==> config.mk <==
export PLATFORM = sky130hd
export DESIGN_NAME = psum_in_data_unpack
export DESIGN_NICKNAME = d
export VERILOG_FILES = /design/src/rtl/psum_pkg.sv /design/src/rtl/psum_word_hold.sv /design/src/rtl/psum_in_data_unpack.sv
export SDC_FILE = /design/constraint.sdc
export NUM_CORES = 1
export LEC_CHECK = 0
export ABC_CLOCK_PERIOD_IN_PS = 5940
export BUFFER_PORTS_ARGS = -buffer_cell sky130_fd_sc_hd__buf_2
export CAP_MARGIN = 30
export CELL_PAD_IN_SITES_DETAIL_PLACEMENT = 0
export CELL_PAD_IN_SITES_GLOBAL_PLACEMENT = 1
export CORE_AREA = 5 5 71 90
export CTS_BUF_LIST = sky130_fd_sc_hd__clkbuf_8
export DETAILED_ROUTE_END_ITERATION = 12
export DIE_AREA = 0 0 76 95
export GPL_TIMING_DRIVEN = 0
export PLACE_DENSITY_LB_ADDON = 0.3
export SYNTH_ARGS = -nofsm -noshare
export SYNTH_HDL_FRONTEND = slang
export SYNTH_HIERARCHICAL = 1
export SYNTH_SLANG_ARGS = --single-unit
==> constraint.sdc <==
create_clock -name clk -period 5.94 [get_ports clk]
set_input_delay 0.297 -clock clk [delete_from_list [all_inputs] [get_ports clk]]
set_output_delay 0.297 -clock clk [all_outputs]
set_load 0.005 [all_outputs]
==> src/rtl/psum_pkg.sv <==
// Shared constants, bit-pointer sizing and FSM encoding for the psum unpack path.
// No logic; imported by the unpacker and its holding register.
package psum_pkg;

    localparam int PSUM_TDATA_W = 32;

    // Number of bits needed to represent value (clogb2(31) = 5).
    function automatic int clogb2(input int value);
        int v;
        int res;
        v   = value;
        res = 0;
        while (v > 0) begin
            res = res + 1;
            v   = v >> 1;
        end
        return res;
    endfunction

    localparam int PSUM_PTR_W = clogb2(PSUM_TDATA_W - 1);

    typedef enum logic {
        EMPTY = 1'b0,
        SHIFT = 1'b1
    } psum_state_t;

endpackage

==> src/rtl/psum_word_hold.sv <==
// One-entry holding register (word + tlast + tail_bits) with a full flag.
// Latency: loads on the accepting edge; backpressure is the caller's job (stall while full).
module psum_word_hold #(
    parameter int W     = 32,
    parameter int PTR_W = 5
) (
    input  logic             clk,
    input  logic             rst,
    input  logic             load,
    input  logic             unload,
    input  logic             clear,
    input  logic [W-1:0]     word_in,
    input  logic             last_in,
    input  logic [PTR_W-1:0] tail_in,
    output logic             full,
    output logic [W-1:0]     word,
    output logic             last,
    output logic [PTR_W-1:0] tail
);

    always_ff @(posedge clk or posedge rst) begin
        if (rst) begin
            full <= 1'b0;
            word <= '0;
            last <= 1'b0;
            tail <= '0;
        end else if (clear) begin
            full <= 1'b0;
        end else if (load) begin
            full <= 1'b1;
            word <= word_in;
            last <= last_in;
            tail <= tail_in;
        end else if (unload) begin
            full <= 1'b0;
        end
    end

endmodule

==> src/rtl/psum_in_data_unpack.sv <==
// AXI4-Stream slave unpacking psum words LSB-first into a 1-bit stream; PSUM_UNPACK_PREFETCH_EN adds a second word buffer.
// Latency: word accepted at N gives bit 0 at N+1; one bubble per word unless prefetch is enabled.
// Backpressure: out_ready low freezes the current bit; s_axis_tready drops while no buffer is free or during flush.
module psum_in_data_unpack
    import psum_pkg::*;
#(
    parameter int C_S_AXIS_TDATA_WIDTH = PSUM_TDATA_W,
    // derived from the word width; not meant to be overridden
    parameter int PTR_W = clogb2(C_S_AXIS_TDATA_WIDTH - 1)
) (
    input  logic                            clk,
    input  logic                            rst,
    input  logic [C_S_AXIS_TDATA_WIDTH-1:0] s_axis_tdata,
    input  logic                            s_axis_tvalid,
    input  logic                            s_axis_tlast,
    output logic                            s_axis_tready,
    input  logic [PTR_W-1:0]                tail_bits,
    input  logic                            flush,
    output logic                            out_valid,
    output logic                            out_data,
    output logic                            out_last,
    input  logic                            out_ready,
    output logic                            busy
);

    localparam int W = C_S_AXIS_TDATA_WIDTH;

    psum_state_t      state_q, state_d;
    logic [W-1:0]     word_q, word_d;
    logic             word_last_q, word_last_d;
    logic [PTR_W-1:0] end_ptr_q, end_ptr_d;
    logic [PTR_W-1:0] bit_ptr_q, bit_ptr_d;
    logic [PTR_W-1:0] nxt_ptr;
    logic             out_valid_d, out_data_d, out_last_d;
    logic             tready_q, tready_d;
    logic             accept, bit_xfer, at_end;
    logic             load_shift;
    logic [W-1:0]     ld_word;
    logic             ld_last;
    logic [PTR_W-1:0] ld_tail, ld_end;
    logic             hold_full;

    // tail_bits of 0 means the whole word is valid
    function automatic logic [PTR_W-1:0] end_ptr_of(input logic last, input logic [PTR_W-1:0] tail);
        if (last && (tail != '0))
            return tail - 1'b1;
        return '1;
    endfunction

    assign s_axis_tready = tready_q & ~flush;
    assign accept        = s_axis_tvalid & s_axis_tready;
    assign bit_xfer      = out_valid & out_ready & (state_q == SHIFT);
    assign at_end        = (bit_ptr_q == end_ptr_q);
    assign nxt_ptr       = bit_ptr_q + 1'b1;
    assign ld_end        = end_ptr_of(ld_last, ld_tail);
    assign busy          = (state_q != EMPTY) | hold_full;

`ifdef PSUM_UNPACK_PREFETCH_EN
    logic             hold_load, hold_unload;
    logic             word_done;
    logic [W-1:0]     hold_word;
    logic             hold_last;
    logic [PTR_W-1:0] hold_tail;

    assign word_done = bit_xfer & at_end;

    psum_word_hold #(
        .W     (W),
        .PTR_W (PTR_W)
    ) u_hold (
        .clk     (clk),
        .rst     (rst),
        .load    (hold_load),
        .unload  (hold_unload),
        .clear   (flush),
        .word_in (s_axis_tdata),
        .last_in (s_axis_tlast),
        .tail_in (tail_bits),
        .full    (hold_full),
        .word    (hold_word),
        .last    (hold_last),
        .tail    (hold_tail)
    );
`else
    assign hold_full = 1'b0;
`endif

    always_comb begin
        state_d     = state_q;
        word_d      = word_q;
        word_last_d = word_last_q;
        end_ptr_d   = end_ptr_q;
        bit_ptr_d   = bit_ptr_q;
        out_valid_d = out_valid;
        out_data_d  = out_data;
        out_last_d  = out_last;
        tready_d    = tready_q;
        load_shift  = 1'b0;
        ld_word     = s_axis_tdata;
        ld_last     = s_axis_tlast;
        ld_tail     = tail_bits;
`ifdef PSUM_UNPACK_PREFETCH_EN
        hold_load   = 1'b0;
        hold_unload = 1'b0;
`endif
        if (flush) begin
            state_d     = EMPTY;
            bit_ptr_d   = '0;
            out_valid_d = 1'b0;
            out_data_d  = 1'b0;
            out_last_d  = 1'b0;
            tready_d    = 1'b1;
        end else begin
            if (bit_xfer) begin
                if (at_end) begin
                    state_d     = EMPTY;
                    bit_ptr_d   = '0;
                    out_valid_d = 1'b0;
                    out_data_d  = 1'b0;
                    out_last_d  = 1'b0;
                end else begin
                    bit_ptr_d  = nxt_ptr;
                    out_data_d = word_q[nxt_ptr];
                    out_last_d = word_last_q && (nxt_ptr == end_ptr_q);
                end
            end
`ifdef PSUM_UNPACK_PREFETCH_EN
            // the held word slides in on the same edge the final bit leaves
            if (word_done && hold_full) begin
                load_shift  = 1'b1;
                hold_unload = 1'b1;
                ld_word     = hold_word;
                ld_last     = hold_last;
                ld_tail     = hold_tail;
            end else if (accept) begin
                if ((state_q == EMPTY) || word_done)
                    load_shift = 1'b1;
                else
                    hold_load = 1'b1;
            end
`else
            if (accept)
                load_shift = 1'b1;
`endif
            if (load_shift) begin
                state_d     = SHIFT;
                word_d      = ld_word;
                word_last_d = ld_last;
                end_ptr_d   = ld_end;
                bit_ptr_d   = '0;
                out_valid_d = 1'b1;
                out_data_d  = ld_word[0];
                out_last_d  = ld_last && (ld_end == '0);
            end
`ifdef PSUM_UNPACK_PREFETCH_EN
            tready_d = ~((hold_full & ~hold_unload) | hold_load);
`else
            tready_d = (state_d == EMPTY);
`endif
        end
    end

    always_ff @(posedge clk or posedge rst) begin
        if (rst) begin
            state_q     <= EMPTY;
            word_q      <= '0;
            word_last_q <= 1'b0;
            end_ptr_q   <= '0;
            bit_ptr_q   <= '0;
            out_valid   <= 1'b0;
            out_data    <= 1'b0;
            out_last    <= 1'b0;
            tready_q    <= 1'b0;
        end else begin
            state_q     <= state_d;
            word_q      <= word_d;
            word_last_q <= word_last_d;
            end_ptr_q   <= end_ptr_d;
            bit_ptr_q   <= bit_ptr_d;
            out_valid   <= out_valid_d;
            out_data    <= out_data_d;
            out_last    <= out_last_d;
            tready_q    <= tready_d;
        end
    end

endmodule

==> results.sh <==
export IMPL_outcome="finished clean"
export IMPL_place_area_mm2=0.00275
export IMPL_drv_cap=0
export IMPL_drive_gt1_share_pct=22.4
export IMPL_ys_flop_type="dfrtp_1"
export IMPL_yosys_top_cells_count="nand2_1 (108), dfrtp_1 (48), mux2i_1 (9), xnor2_1 (9)"
export IMPL_max_slew_margin_pct=59.9
export IMPL_grt_pass1_wl_mm=8.89
export IMPL_postSynthAreaPerCell_um2=9.43
export IMPL_drt_initial_drc_count=127
export IMPL_wire_per_inst_um=14.0
export IMPL_vias_per_cell=4.98
export IMPL_grt_pass1_vias=1964
export IMPL_place_ws_ns=3.74
export IMPL_async_flop_share_pct=100
export IMPL_netlist_area_mm2=0.00241
export IMPL_cp_data_required_time_ns=6.13
export IMPL_max_clock_path_buffers=2
export IMPL_die_area_mm2=0.00722
export IMPL_cts_num_sinks=48
export IMPL_r2r_start="bit_ptr_q[1]$_DFFE_PP0P_"
export IMPL_grt_total_usage_pct=15.6
export IMPL_skew_ns=0.00790
export IMPL_vias=1882
export IMPL_tns_ns=0
export IMPL_synth_top_cell_area_share_pct=49.7
export IMPL_drc=0
export IMPL_fill_cells=568
export IMPL_worst_slew_pin_slew_ns=0.599
export IMPL_yosysWarnings=6
export IMPL_critPathLaunch="bit_ptr_q[1]$_DFFE_PP0P_"
export IMPL_htree_levels=2
export IMPL_place_hpwl_mm=4.04
export IMPL_die_w_um=76
export IMPL_yosysSeqAreaShare_pct=49.7
export IMPL_startpoint_type="flip-flop"
export IMPL_arrival_ns=2.39
export IMPL_finalInstanceArea_mm2=0.00284
export IMPL_die_y_um=95
export IMPL_ir_drop_v=0.000135
export IMPL_synth_edf_count=0
export IMPL_grt_max_degree=28
export IMPL_holdBufCountCts=0
export IMPL_place_gp_congestion=0.793
export IMPL_fmax_mhz=455
export IMPL_start_util_pct=43.5
export IMPL_cts_buffers=5
export IMPL_antenna_cells=0
export IMPL_root_buffer="clkbuf_8"
export IMPL_antenna_found_initial=0
export IMPL_period_share_pct=37.0
export IMPL_portBuffers=47
export IMPL_synth_top_area_cell="dfrtp_1"
export IMPL_core_area_mm2=0.00555
export IMPL_setup_viol=0
export IMPL_powerDensity_mw_per_mm2=263
export IMPL_ys_top_cells_by_area="dfrtp_1 (50%), nand2_1 (17%), mux4_2 (5.6%)"
export IMPL_ios=48
export IMPL_cts_resized=0
export IMPL_clk_latency_ns=0.30
export IMPL_synthCells=256
export IMPL_fin_nets=356
export IMPL_fp_row_count=31
export IMPL_drt_pass1_iterations=4
export IMPL_synthesis_nets=301
export IMPL_yosysMostFrequentCell="nand2_1"
export IMPL_end_kind="flip-flop"
export IMPL_ys_types=39
export IMPL_hold_viol=0
export IMPL_grt_ovfl_total=0
export IMPL_leakage_nw=1.44
export IMPL_holdWs_ns=0.00553
export IMPL_cts_setup_buffers=0
export IMPL_rsz0062_at_grt="no"
export IMPL_antenna_left=0
export IMPL_syn2layout_area_growth_pct=17.7
export IMPL_cts_tree="done"
export IMPL_min_period_ns=2.20
export IMPL_layout_setup_ws_ns=3.74
export IMPL_clkSlewWorstSetupHoldPaths_ns=0.09
export IMPL_hold_path_class="input port to async pin"
export IMPL_slew_violations=0
export IMPL_path_max_fanout=6
export IMPL_critPathKind="flip-flop to flip-flop"
export IMPL_power_w=0.000748
export IMPL_synth_seq_cells=48
export IMPL_routed_wl_mm=5.29
## metrics by stage
step                util, %  std cells
finish                 51.3        378
global route           51.3        378
CTS                    51.3        378
detailed placement     49.6        370
global placement       49.3        369
floorplan                 -        256
## sequential cells by signal, summed over array words and instances (netlist names)
name         cells
word_q          32
tready_q         1
busy             1
out_valid        1
word_last_q      1
bit_ptr_q        5
out_data         1
end_ptr_q        5
out_last         1
## cell type report
class | instances | area (um2) | share of cell area, %
buffer | 14 | 77.6 | 2.73
clock buffer | 6 | 82.6 | 2.90
clock inverter | 2 | 7.51 | 0.264
inverter | 6 | 22.5 | 0.792
multi-input combinational | 188 | 1110 | 39.2
sequential | 48 | 1200 | 42.3
tap | 66 | 82.6 | 2.90
timing repair buffer | 48 | 255 | 8.98
## routing by layer
metal	part of all wire, %	track usage [%]	wire, um	vias up
met1	42	18.8	2250	889
met4	1.9	5.34	101	0
met2	53	27.8	2790	33
li1	-	-	-	949
met3	3.0	2.86	159	11
met5	0	0	0	-
## cells in the final DEF, fill, tap and decap left out, types with 3 or more instances in the layout
cell type    n
a21o_1       3
a31oi_1      3
buf_1        3
buf_2       47
buf_6        3
clkbuf_1     6
clkbuf_8     6
dfrtp_1     48
inv_1        7
mux2i_1      9
mux4_2       6
nand2_1    108
nand3_1      5
nor2_1       4
o21ai_0      5
xnor2_1      9
xor2_1       6
## worst paths after layout
kind	endpoint	slack, ns	cells past startpoint
worst max-delay path	out_data$_DFFE_PP0P_	3.74	6
worst max register to register	out_data$_DFFE_PP0P_	3.74	6
worst min register to register	word_q[27]$_DFFE_PP0P_	0.48	2
max in group asynchronous	word_q[14]$_DFFE_PP0P_	5.43	3
worst min-delay path	word_q[17]$_DFFE_PP0P_	0.006	2
min in group clk	word_q[8]$_DFFE_PP0P_	0.18	3
## worst max-delay path, cell delays in order (launching register included)
cell	delay, ns
dfrtp_1	0.44
ha_1	0.31
buf_6	0.14
mux4_2	0.51
mux2_2	0.27
o311ai_1	0.31
o211ai_2	0.10
## cells by family (layout without fill, tap and decap cells)
group	count (synthesis)	in the layout	synth area share, %
flip-flops	48	48	49.7
AO/OA/AOI/OAI	21	21	6.27
multiplexers	16	16	9.79
XOR/XNOR	16	16	6.11
adder cells (fa/ha/maj)	2	2	1.04
AND/OR/NAND/NOR	133	133	22.9
buffers and inverters	20	76	4.14
## where the power goes
group,leakage [nW],switching (W),internal [W],total [W]
Clock,0.0538,0.000106,0.0000917,0.000198
Combinational,0.789,0.0000709,0.0000692,0.000140
Sequential,0.595,0.0000318,0.000379,0.000411
Total,1.44,0.000209,0.000540,0.000748
Note: power is estimated with default switching activity, not from simulation.
